$ cat src/rtl/apb_pkg.sv
// ============================================================================
// Module      : apb_pkg
// Description : Shared state encoding, address decode constants and default
//               watchdog limit for the APB master bridge.
// Revision    : 1.0
// ============================================================================
`default_nettype none

package apb_pkg;

   localparam int SEL_BIT     = 6;   // picks slave 1 (0) or slave 2 (1)
   localparam int WIN_BITS    = 7;   // 128-word valid window below this bit
   localparam int TIMEOUT_DEF = 16;

   typedef logic [1:0] state_t;

   localparam state_t ST_IDLE   = 2'd0;
   localparam state_t ST_SETUP  = 2'd1;
   localparam state_t ST_ACCESS = 2'd2;
   localparam state_t ST_GAP    = 2'd3;

endpackage

`default_nettype wire

$ cat src/rtl/apb_wdog.sv
// ============================================================================
// Module      : apb_wdog
// Description : ACCESS-phase watchdog; expired_o flags the TIMEOUT-th enabled
//               cycle since the last clear.
// Revision    : 1.0
// ============================================================================
`default_nettype none

module apb_wdog
   import apb_pkg::*;
#(
   parameter int TIMEOUT = TIMEOUT_DEF
) (
   input  logic PCLK,
   input  logic PRESETn,
   input  logic clear_i,
   input  logic enable_i,
   output logic expired_o
);

   localparam int CW = $clog2(TIMEOUT + 1);

   logic [CW-1:0] cnt_q;
   logic [CW-1:0] cnt_d;

   always_comb begin
      cnt_d = cnt_q;
      if (clear_i) begin
         cnt_d = '0;
      end else if (enable_i) begin
         cnt_d = cnt_q + 1'b1;
      end
   end

   always_ff @(posedge PCLK) begin
      if (PRESETn) begin
         cnt_q <= '0;
      end else begin
         cnt_q <= cnt_d;
      end
   end

   // cnt_q holds completed cycles, so the current cycle number is cnt_q + 1
   assign expired_o = enable_i && (cnt_q == CW'(TIMEOUT - 1));

endmodule

`default_nettype wire

$ cat src/rtl/apb_master_bridge.sv
// ============================================================================
// Module      : apb_master_bridge
// Description : Valid/ready command to two-slave APB master with address
//               decode, ACCESS watchdog and a one-cycle GAP between transfers.
// Revision    : 1.0
// ============================================================================
`default_nettype none

module apb_master_bridge
   import apb_pkg::*;
#(
   parameter int TIMEOUT = TIMEOUT_DEF,
   parameter int ADDR_W  = 64,
   parameter int DATA_W  = 64
) (
   input  logic              PCLK,
   input  logic              PRESETn,
   input  logic              req_valid,
   output logic              req_ready,
   input  logic              req_write,
   input  logic [ADDR_W-1:0] req_addr,
   input  logic [DATA_W-1:0] req_wdata,
   output logic              resp_valid,
   output logic [DATA_W-1:0] resp_rdata,
   output logic              resp_err,
   output logic              cs,
   output logic              PSEL1,
   output logic              PSEL2,
   output logic              PENABLE,
   output logic              PWRITE,
   output logic [ADDR_W-1:0] PADDR,
   output logic [DATA_W-1:0] PWDATA,
   input  logic [DATA_W-1:0] PRDATA,
   input  logic              PREADY,
   input  logic              slverr
);

   state_t            state_q, state_d;
   logic              cs_q, cs_d;
   logic              psel1_q, psel1_d;
   logic              psel2_q, psel2_d;
   logic              penable_q, penable_d;
   logic              pwrite_q, pwrite_d;
   logic [ADDR_W-1:0] paddr_q, paddr_d;
   logic [DATA_W-1:0] pwdata_q, pwdata_d;
   logic              resp_valid_q, resp_valid_d;
   logic [DATA_W-1:0] resp_rdata_q, resp_rdata_d;
   logic              resp_err_q, resp_err_d;
   logic              req_ready_q, req_ready_d;
   logic              w_expired;

   apb_wdog #(
      .TIMEOUT (TIMEOUT)
   ) u_wdog (
      .PCLK      (PCLK),
      .PRESETn   (PRESETn),
      .clear_i   (state_q != ST_ACCESS),
      .enable_i  (state_q == ST_ACCESS),
      .expired_o (w_expired)
   );

   always_comb begin
      state_d      = state_q;
      cs_d         = cs_q;
      psel1_d      = psel1_q;
      psel2_d      = psel2_q;
      penable_d    = penable_q;
      pwrite_d     = pwrite_q;
      paddr_d      = paddr_q;
      pwdata_d     = pwdata_q;
      resp_valid_d = 1'b0;
      resp_rdata_d = resp_rdata_q;
      resp_err_d   = resp_err_q;

      case (state_q)
         ST_IDLE: begin
            if (req_valid && req_ready_q) begin
               if (req_addr[ADDR_W-1:WIN_BITS] != '0) begin
                  resp_valid_d = 1'b1;
                  resp_err_d   = 1'b1;
                  resp_rdata_d = '0;
                  state_d      = ST_GAP;
               end else begin
                  paddr_d  = req_addr;
                  pwrite_d = req_write;
                  pwdata_d = req_wdata;
                  psel1_d  = !req_addr[SEL_BIT];
                  psel2_d  = req_addr[SEL_BIT];
                  cs_d     = 1'b1;
                  state_d  = ST_SETUP;
               end
            end
         end
         ST_SETUP: begin
            penable_d = 1'b1;
            state_d   = ST_ACCESS;
         end
         ST_ACCESS: begin
            if (PREADY || w_expired) begin
               resp_valid_d = 1'b1;
               resp_err_d   = PREADY ? slverr : 1'b1;
               resp_rdata_d = (PREADY && !pwrite_q) ? PRDATA : '0;
               cs_d         = 1'b0;
               psel1_d      = 1'b0;
               psel2_d      = 1'b0;
               penable_d    = 1'b0;
               state_d      = ST_GAP;
            end
         end
         ST_GAP: begin
            state_d = ST_IDLE;
         end
         default: begin
            state_d = ST_IDLE;
         end
      endcase

      req_ready_d = (state_d == ST_IDLE);
   end

   always_ff @(posedge PCLK) begin
      if (PRESETn) begin
         state_q      <= ST_IDLE;
         cs_q         <= 1'b0;
         psel1_q      <= 1'b0;
         psel2_q      <= 1'b0;
         penable_q    <= 1'b0;
         pwrite_q     <= 1'b0;
         paddr_q      <= '0;
         pwdata_q     <= '0;
         resp_valid_q <= 1'b0;
         resp_rdata_q <= '0;
         resp_err_q   <= 1'b0;
         req_ready_q  <= 1'b0;
      end else begin
         state_q      <= state_d;
         cs_q         <= cs_d;
         psel1_q      <= psel1_d;
         psel2_q      <= psel2_d;
         penable_q    <= penable_d;
         pwrite_q     <= pwrite_d;
         paddr_q      <= paddr_d;
         pwdata_q     <= pwdata_d;
         resp_valid_q <= resp_valid_d;
         resp_rdata_q <= resp_rdata_d;
         resp_err_q   <= resp_err_d;
         req_ready_q  <= req_ready_d;
      end
   end

   assign req_ready  = req_ready_q;
   assign resp_valid = resp_valid_q;
   assign resp_rdata = resp_rdata_q;
   assign resp_err   = resp_err_q;
   assign cs         = cs_q;
   assign PSEL1      = psel1_q;
   assign PSEL2      = psel2_q;
   assign PENABLE    = penable_q;
   assign PWRITE     = pwrite_q;
   assign PADDR      = paddr_q;
   assign PWDATA     = pwdata_q;

endmodule

`default_nettype wire

$ cat config.mk
export PLATFORM = sky130hd
export DESIGN_NAME = apb_master_bridge
export DESIGN_NICKNAME = d
export VERILOG_FILES = /design/src/rtl/apb_pkg.sv /design/src/rtl/apb_wdog.sv /design/src/rtl/apb_master_bridge.sv
export SDC_FILE = /design/constraint.sdc
export NUM_CORES = 1
export LEC_CHECK = 0
export ABC_AREA = 0
export BUFFER_PORTS_ARGS = -buffer_cell sky130_fd_sc_hd__buf_4
export CORE_AREA = 2 2 153 155
export DETAILED_ROUTE_END_ITERATION = 8
export DIE_AREA = 0 0 155 157
export GPL_TIMING_DRIVEN = 0
export PLACE_DENSITY_LB_ADDON = 0.1
export SYNTH_ARGS = -nofsm -noshare
export SYNTH_HDL_FRONTEND = slang
export SYNTH_SLANG_ARGS = --single-unit
$ cat constraint.sdc
create_clock -name PCLK -period 3.2 [get_ports PCLK]
set_input_delay 0.32 -clock PCLK [delete_from_list [all_inputs] [get_ports PCLK]]
set_output_delay 0.32 -clock PCLK [all_outputs]
set_load 0.02 [all_outputs]
# Word level (Yosys, flattened, before mapping)
# Cells that the tools add are included.
# word_totals
regBits	207
input_bits	198
elab_cells	69
out_inout_bits	200
# op_classes
n_reduce_logical	16
n_mux	29
n_eq_ne	9
bitwise	1
addsub	1
# ops
op	count
$mux W64	4
$pmux W64 S2	1
$reduce_bool A57 Y1	1
$mux W1	14
$pmux W1 S2	6
$ne A2 B2 Y1 const B	5
$pmux W2 S4	1
$reduce_and A4 Y1	2
$mux W2	3
$add A5 B1 Y5 const B	1
$eq A5 B4 Y1 const B	1
$eq A2 B2 Y1 const B	2
$logic_not A2 Y1	2
$reduce_bool A2 Y1	2
$logic_and A1 B1 Y1	3
$reduce_and A3 Y1	1
$eq A2 B1 Y1 const B	1
$logic_not A1 Y1	2
$reduce_and A2 Y1	1
$reduce_or A2 Y1	1
$logic_or A1 B1 Y1	1
$not A1 Y1	1

# Depth between registers and ports, before layout
# Gate-level depths: netlist (run 1).
# logic_depth
ltp_word	6
ltp_mapped	10
depth_no_buf	8

# Hierarchy
# A second synthesis (run 1) with hierarchy kept.
# hier_totals
hier_cells	826
hier_area_um2	7780.0
# by_module_without_submodules
mod	seq_area_each_um2	area_per_inst_um2	cells_per_inst	n_inst
apb_master_bridge	4043.9	7499.7	802	1
apb_wdog	100.1	280.3	24	1

# Worst setup path after synthesis (run 1)
# Ideal clock, no wire load.
# synth_timing
path_type	flip-flop to flip-flop
start	register u_wdog.cnt_q[0]
end	register resp_rdata_q[13] (netlist: resp_rdata[13])
stages_incl_launch_ff	11
arrival_time_ns	1.968
required_ns	3.074
setup_slack_ns	1.106
path_cell_list	dfxtp_1 > ha_1 > and3_1 > ha_1 > o21ai_0 > o21ai_0 > nand2_1 > a21oi_1 > buf_2 > buf_2 > mux2i_1
# synth_between
elab_chain_cells	5
# synth_lines
element	line_no	text
start, declared	apb_wdog.sv:23	logic [CW-1:0] cnt_q;
start signal, assigned	apb_wdog.sv:39	cnt_q <= cnt_d;
$eq A5 B4 Y1	apb_wdog.sv:44	assign expired_o = enable_i && (cnt_q == CW'(TIMEOUT - 1));
$logic_and A1 B1 Y1	apb_wdog.sv:44	
$logic_or A1 B1 Y1	apb_master_bridge.sv:99	if (PREADY || w_expired) begin
$ne A2 B2 Y1 (no source line)	-	
$reduce_and A4 Y1 (no source line)	-	
end signal, assigned	apb_master_bridge.sv:145	resp_rdata_q <= resp_rdata_d;
end, declared	apb_master_bridge.sv:47	logic [DATA_W-1:0] resp_rdata_q, resp_rdata_d;
# No other way between the ends.
# A chain may end at the register's enable or synchronous reset.

# Worst setup path after layout (run 1)
# layout_timing
start	register state_q[0]
end	register resp_rdata_q[14] (netlist: resp_rdata[14])
# layout_between
elab_chain_cells	5
elab_cells_between_ends	10
cone_classes	4 x eq/ne; 1 x mux; 5 x reduce/logical
# layout_lines
element	line_no	text
start, declared	apb_master_bridge.sv:38	state_t state_q, state_d;
start signal, assigned	apb_master_bridge.sv:136	state_q <= state_d;
$eq A2 B2 Y1	apb_master_bridge.sv:58, apb_master_bridge.sv:75	
$logic_and A1 B1 Y1	apb_wdog.sv:44	
$logic_or A1 B1 Y1	apb_master_bridge.sv:99	
$ne A2 B2 Y1 (no source line)	-	
$reduce_and A4 Y1 (no source line)	-	
# Several ways; a longest one is shown, not always the timed one.

==> results of run 1 <==
-- metal layers --
metal  vias up  global-route usage
li1       3620                   -
met1      3227               0.247
met2       298               0.321
met3        33              0.0540
met4         0              0.0556
met5         -                   0
-- synth_stat cells (all sizes together) --
master / n
xnor2: 1
inv: 6
o21ai: 75
ha: 5
mux2i: 64
nor4: 15
clkbuf: 51
nor3: 2
and2: 57
or4: 1
o31a: 1
o22ai: 1
a21o: 1
o221a: 1
and3: 2
nor2: 9
a311o: 1
nor2b: 1
nand3: 75
a21oi: 78
buf: 17
dfxtp: 207
nand2: 135
nand4b: 1
and4: 1
nor3b: 1
a32o: 2
xor2: 1
nand4: 3
-- cells by family after synthesis --
kind of cell,count (synthesis),share of synthesized area
flip-flops,207,0.555
XOR/XNOR,2,0.00235
AND/OR/NAND/NOR,303,0.196
AO/OA/AOI/OAI,160,0.111
buffers and inverters,74,0.0409
adder cells (fa/ha/maj),5,0.00839
multiplexers,64,0.0859
-- state kept, by name (all words and copies together), names as in the netlist --
| register | cells |
|---|---|
| PENABLE | 1 |
| cs | 1 |
| u_wdog.cnt_q | 5 |
| PWRITE | 1 |
| resp_valid | 1 |
| resp_err | 1 |
| PWDATA | 64 |
| PADDR | 64 |
| state_q | 2 |
| resp_rdata | 64 |
| PSEL2 | 1 |
| req_ready | 1 |
| PSEL1 | 1 |
-- worst paths after layout --
kind                                start                      endpoint  cells past startpoint
min                           req_addr[6]            PSEL2$_SDFFE_PP0P_                      2
max reg2reg         state_q[0]$_SDFF_PP0_   resp_rdata[14]$_SDFFE_PP0P_                      9
min reg2reg  u_wdog.cnt_q[0]$_SDFFE_PP0P_  u_wdog.cnt_q[0]$_SDFFE_PP0P_                      1
max                 state_q[0]$_SDFF_PP0_   resp_rdata[14]$_SDFFE_PP0P_                      9
-- area by class of cell --
cell class                      instances  share of cell area
Clock buffer                           35              0.0592
Inverter                                6             0.00196
Timing Repair Buffer                  396               0.259
Clock inverter                          3             0.00163
Sequential cell                       207               0.361
Tap cell                              285              0.0310
Multi-Input combinational cell        534               0.262
Buffer                                 68              0.0246
-- report_power, final --
part	switching [mW]	leakage [nW]	internal (mW)	total [mW]
sequential	0.0358	1.67	2.64	2.68
combinational	0.825	2.94	0.613	1.44
clock	1.02	0.346	1.45	2.48
total	1.88	4.95	4.71	6.59
-- per-stage QoR --
stage | hold WS [ns] | worst slack, ns | total power [mW] | cell area, um2
6_report | 0.0638 | 0.689 | 6.59 | 11500
5_1_grt | 0.0589 | 0.321 | 6.91 | 11500
4_1_cts | 0.0431 | 0.645 | 6.68 | 11500
3_5_place_dp | 0.443 | 0.431 | 4.19 | 10800
3_3_place_gp | 0.433 | 0.427 | 4.20 | 10800
2_1_floorplan | 0.418 | 1.11 | 3.68 | 7460
-- worst reg2reg max path: stages, from the launching register on --
cell                      delay [ns]
sky130_fd_sc_hd__dfxtp_1        0.34
sky130_fd_sc_hd__inv_1          0.08
sky130_fd_sc_hd__ha_1           0.36
sky130_fd_sc_hd__o21ai_0        0.26
sky130_fd_sc_hd__o21ai_0        0.13
sky130_fd_sc_hd__nand2_1        0.15
sky130_fd_sc_hd__a21oi_1        0.22
sky130_fd_sc_hd__buf_2          0.30
sky130_fd_sc_hd__buf_2          0.35
sky130_fd_sc_hd__mux2i_1        0.24
-- cell usage in the layout (no fill, tap or decap), drive strengths merged, types with 15 or more instances in the layout --
cell type,instances
mux2i,64
nand2,135
clkbuf,86
and2,57
a21oi,78
nand3,75
o21ai,75
buf,413
nor4,15
dfxtp,207
==> impl_summary.log, run 1 <==
[metrics] outcome: finished, final reports clean
[metrics] total overflow reported by the global router: 0
[metrics] Ant. Diodes: 0
[metrics] Cell Pwr Density: 574 mW/mm2
[metrics] num ports: 398
[metrics] total half-perimeter wirelength after legalization and detailed placement: 18,900 um
[metrics] level count of the clock H-tree: 1
[metrics] Worst Path Required: 3.63 ns
[metrics] number of DRC violations after detailed routing: 0
[metrics] highest achievable clock rate: 398 MHz
[metrics] met3 wire length: 2280 um
[metrics] endpoint type of the worst setup path: register
[metrics] yosys warns: 0
[metrics] Worst Path Buf+Inv: 3
[metrics] Peak VDD IR: 0.484 mV
[metrics] met2 wirelength from detailed routing: 11,500 um
[metrics] total nets after synthesis: 1,018
[metrics] number of synthesized register bits: 207
[metrics] Total Die Area: 0.0243 mm2
[metrics] initial cell density of the core: 0.332
[metrics] Total Wirelength: 24,900 um
[metrics] GP Congestion: 0.816
[metrics] DRT met1 WL: 10,500 um
[metrics] time the final worst path needs with I/O delays and setup: 2.51 ns
[metrics] x dimension of the die: 155 um
[metrics] total count of max-transition violations in the final report: 0
[metrics] antenna violations before repair: 0
[metrics] final core occ: 0.511
[metrics] initial drt markers: 313
[metrics] average cell area after synthesis: 9.15 um2
[metrics] core area: 0.0225 mm2
[metrics] # clock sinks: 207
[metrics] storage element area: 0.00414 mm2
[metrics] number of port buffers: 396
[metrics] leakage: 4.95 nW
[metrics] wire length of the first global-routing pass: 38,000 um
[metrics] number of fill cells: 2,191
[metrics] leading post-synthesis cells by cell area: sky130_fd_sc_hd__dfxtp_1, sky130_fd_sc_hd__mux2i_1, sky130_fd_sc_hd__nand2_1
[metrics] area share of the leading cell type in the synthesized netlist: 0.555
[metrics] actual slew at the worst max-slew pin: 0.612 ns
[metrics] Cell Count Post-Placement: 1,496
[metrics] sequential share of the synthesized area: 0.555
[metrics] worst slew margin relative to its limit: 0.588
[metrics] slowest stage cell, crit path: sky130_fd_sc_hd__ha_1
[metrics] footprint of the multi-input gates: 0.00301 mm2
[metrics] synthesized area: 0.00746 mm2
[metrics] Post-CTS Repair Setup Buffers: 0
[metrics] Max Clock Skew: 0.0130 ns
[metrics] total track usage: 0.194
[metrics] Die Height: 157 um
[metrics] Worst Path Class, Setup: register to register
[metrics] count of endpoints failing setup in the final report: 0
[metrics] Initial DRT Pass Iterations: 5
[metrics] antenna violation net count after detailed routing: 0
[metrics] sum of negative setup slack: 0 ns
[metrics] setup repair after global routing missed its margin: no
[metrics] number of buffers added by the clock tree synthesis step: 23
[metrics] final std cells w/o fill: 1,534
[metrics] CTS Buffer Depth: 3
[metrics] TritonCTS clock tree: yes
[metrics] Worst-Skew Late Latency: 0.51 ns
[metrics] CP Launch Type: register
[metrics] total count of hold-check failures in the final report: 0
[metrics] fraction of layout cells with a size suffix above 1: 0.359
[metrics] quantity of hold-fixing buffers added after cts: 0
[metrics] post-synthesis instance total: 815
[metrics] maximum number of pins on one net before global-route repair: 13
[metrics] largest fanout on the critical path: 10
[metrics] Largest stage delay, worst path: 0.36 ns
[metrics] family of cells with the greatest summed delay on the critical path: buffers and inverters
[metrics] Tcrit/Tclk final: 0.785
[metrics] Hold/Removal Path Class: input pin to register
[metrics] max-capacitance violation count: 0
[metrics] via count of the first global-routing pass: 7,007
[metrics] synthesis-to-finish area growth: 54.0%
[metrics] CTS clock-pin slew for the worst setup and hold paths: 0.06 ns
[metrics] per-cell routed wire length: 16.2 um
[metrics] Synth cell types: 33
[metrics] fin nets: 1,439
[metrics] CP cell instances: inv_1 -> ha_1 -> o21ai_0 -> o21ai_0 -> nand2_1 -> a21oi_1 -> buf_2 -> buf_2 -> mux2i_1
[metrics] detailed-route vias per instance: 4.68
[metrics] register-to-register setup slack: 0.69 ns
[metrics] FP Rows: 55
[metrics] count of vias placed by the detailed router: 7,178
[metrics] cell type with the highest aggregate area in the netlist: sky130_fd_sc_hd__dfxtp_1
[metrics] arrival time of data at the critical path endpoint: 2.94 ns
[metrics] highest routing layer actually used: met4
[metrics] clock root buffer: sky130_fd_sc_hd__clkbuf_16
[metrics] CTS-repair resized insts: 0
(Power assumes the default switching activity.)
==> run 2: changes to the inputs <==
==> constraint.sdc (replaced) <==
create_clock -name PCLK -period 2.05 [get_ports PCLK]
set_input_delay 0.205 -clock PCLK [delete_from_list [all_inputs] [get_ports PCLK]]
set_output_delay 0.205 -clock PCLK [all_outputs]
set_load 0.02 [all_outputs]
==> impl_summary.log, run 2 (synthesis results as in run 1) <==
[metrics] Peak VDD IR: 0.720 mV (+49%)
[metrics] CTS clock-pin slew for the worst setup and hold paths: 0.06 ns (about the same)
[metrics] Cell Pwr Density: 863 mW/mm2 (+50%)
[metrics] commonest non-fill, non-tap cells in the layout: sky130_fd_sc_hd__buf_4, sky130_fd_sc_hd__dfxtp_1, sky130_fd_sc_hd__dlygate4sd3_1, sky130_fd_sc_hd__nand2_1, sky130_fd_sc_hd__a21oi_1
[metrics] total count of hold-check failures in the final report: 0 (unchanged)
[metrics] post-layout power: 11.4 mW (+73%)
[metrics] initial drt markers: 253 (-19%)
[metrics] TritonCTS clock tree: yes
[metrics] Tcrit/Tclk final: 0.957 (+0.173)
[metrics] CP Launch Type: register
[metrics] initial cell density of the core: 0.332 (unchanged)
[metrics] highest achievable clock rate: 509 MHz (+28%)
[metrics] number of buffers added by the clock tree synthesis step: 24 (+4.3%)
[metrics] number of port buffers: 396 (unchanged)
[metrics] clock root buffer: sky130_fd_sc_hd__clkbuf_16
[metrics] Initial DRT Pass Iterations: 5 (unchanged)
[metrics] Worst-Skew Late Latency: 0.50 ns (about the same)
[metrics] total count of max-transition violations in the final report: 0 (unchanged)
[metrics] CTS Buffer Depth: 3 (unchanged)
[metrics] Die Height: 157 um (unchanged)
[metrics] # clock sinks: 207 (unchanged)
[metrics] Ant. Diodes: 0 (unchanged)
[metrics] Total Die Area: 0.0243 mm2 (unchanged)
[metrics] setup repair after global routing missed its margin: yes
[metrics] Design Area, Final: 0.0132 mm2 (+15%)
[metrics] sum of negative setup slack: 0 ns (unchanged)
[metrics] maximum number of pins on one net before global-route repair: 13 (unchanged)
[metrics] Hold/Removal Path Class: input pin to register
[metrics] most common library cell in the layout ignoring fill and taps: sky130_fd_sc_hd__buf_4
[metrics] worst slew margin relative to its limit: 0.588 (about the same)
[metrics] number of fill cells: 2,001 (-8.7%)
[metrics] hold slack: 0.0904 ns (+0.0266 ns)
[metrics] final core occ: 0.586 (+0.0756)
[metrics] worst setup slack after layout: 0.0873 ns (-0.601 ns)
[metrics] Worst Path Class, Setup: register to register
[metrics] FP Rows: 55 (unchanged)
[metrics] core area: 0.0225 mm2 (unchanged)
[metrics] via count of the first global-routing pass: 7,828 (+12%)
[metrics] total track usage: 0.208 (+0.0143)
[metrics] wire length of the first global-routing pass: 41,100 um (+8.1%)
[metrics] endpoint type of the worst setup path: register
[metrics] synthesis-to-finish area growth: 76.8%
[metrics] largest fanout on the critical path: 10 (unchanged)
[metrics] antenna violation net count after detailed routing: 0 (unchanged)
[metrics] Worst Path Required: 2.48 ns (-1.15 ns)
[metrics] Cell Count Post-Placement: 1,496 (unchanged)
[metrics] level count of the clock H-tree: 1 (unchanged)
[metrics] fin nets: 1,584 (+10%)
[metrics] per-cell routed wire length: 16.0 um (-1.0%)
[metrics] leakage: 5.70 nW (+15%)
[metrics] detailed-route vias per instance: 4.65 (-0.56%)
[metrics] number of DRC violations after detailed routing: 0 (unchanged)
[metrics] Total Wirelength: 27,000 um (+8.6%)
[metrics] arrival time of data at the critical path endpoint: 2.39 ns (-0.55 ns)
[metrics] GP Congestion: 0.809 (-0.82%)
[metrics] total overflow reported by the global router: 0 (unchanged)
[metrics] fraction of layout cells with a size suffix above 1: 0.353 (-0.00604)
[metrics] antenna violations before repair: 0 (unchanged)
[metrics] count of vias placed by the detailed router: 7,831 (+9.1%)
[metrics] time the final worst path needs with I/O delays and setup: 1.96 ns (-0.549 ns)
[metrics] final std cells w/o fill: 1,683 (+9.7%)
[metrics] total half-perimeter wirelength after legalization and detailed placement: 19,100 um (+1.1%)
[metrics] max-capacitance violation count: 0 (unchanged)
[metrics] count of endpoints failing setup in the final report: 0 (unchanged)
[metrics] num ports: 398 (unchanged)
[metrics] dpl ws: -0.617 ns (-1.05 ns)
[metrics] actual slew at the worst max-slew pin: 0.617 ns (+0.00584 ns)
[metrics] Max Clock Skew: 0.0122 ns (-0.000780 ns)
[metrics] placed inst area: 0.0108 mm2 (unchanged)
[metrics] x dimension of the die: 155 um (unchanged)
[metrics] outcome: finished, final reports clean
run 2: cell count changes in the layout (fill, tap and decap cells not counted), moves of 4 or more:
cell	before	now
sky130_fd_sc_hd__buf_2	16	12
sky130_fd_sc_hd__buf_4	396	403
sky130_fd_sc_hd__clkbuf_1	57	38
sky130_fd_sc_hd__clkbuf_16	23	27
sky130_fd_sc_hd__clkbuf_2	0	14
sky130_fd_sc_hd__clkbuf_4	0	4
sky130_fd_sc_hd__dlygate4sd3_1	0	136
sky130_fd_sc_hd__ha_1	5	1
sky130_fd_sc_hd__o21ai_0	69	63
sky130_fd_sc_hd__o21ai_1	6	11
run 2: power breakdown:
group / switching, mW / total (mW) / internal (mW)
Combinational: 1.49 / 3.05 / 1.56
Sequential: 0.0663 / 4.20 / 4.13
Clock: 1.64 / 4.14 / 2.50
Total: 3.19 / 11.4 / 8.19
run 2: cell type report:
class,count,area (um2),share of cell area
well taps,285,357,0.0270
plain buffers,67,375,0.0285
clock buffers,37,711,0.0539
inverters,6,22.5,0.00171
flip-flops and latches,207,4150,0.314
clock inverters,6,55.1,0.00417
repair buffers,541,4430,0.336
multi-input cells,534,3090,0.234
run 2: worst paths after layout:
check                               startpoint                      endpoint  slack (ns)  depth (start not counted)
setup / recovery  u_wdog.cnt_q[0]$_SDFFE_PP0P_   resp_rdata[62]$_SDFFE_PP0P_        0.09                         10
setup reg to reg  u_wdog.cnt_q[0]$_SDFFE_PP0P_   resp_rdata[62]$_SDFFE_PP0P_        0.09                         10
hold reg to reg   u_wdog.cnt_q[0]$_SDFFE_PP0P_  u_wdog.cnt_q[0]$_SDFFE_PP0P_        0.44                          1
hold / removal                          slverr         resp_err$_SDFFE_PP0P_        0.09                          3
run 2: repair_timing:
action                     in CTS  in global routing
pin swaps                       2                  7
resized for setup              32                 41
cloned                          1                  2
setup buffers                   2                  4
hold buffers                  136                  0
setup endpoints to repair     167                169
hold endpoints to repair      138                  0
run 2: layer usage:
layer | part of all wire | GRT usage
met1 | 0.42 | 0.248
met3 | 0.073 | 0.0515
met5 | 0 | 0
met4 | 0.026 | 0.0622
met2 | 0.48 | 0.370
run 2: worst max-delay path: stages, from the launching register on:
cell,delay [ns]
sky130_fd_sc_hd__dfxtp_2,0.35
sky130_fd_sc_hd__ha_4,0.14
sky130_fd_sc_hd__and3_4,0.17
sky130_fd_sc_hd__ha_2,0.18
sky130_fd_sc_hd__o21ai_2,0.06
sky130_fd_sc_hd__o21ai_0,0.08
sky130_fd_sc_hd__nand2_1,0.11
sky130_fd_sc_hd__a21oi_2,0.18
sky130_fd_sc_hd__buf_6,0.21
sky130_fd_sc_hd__buf_8,0.17
sky130_fd_sc_hd__mux2i_1,0.21
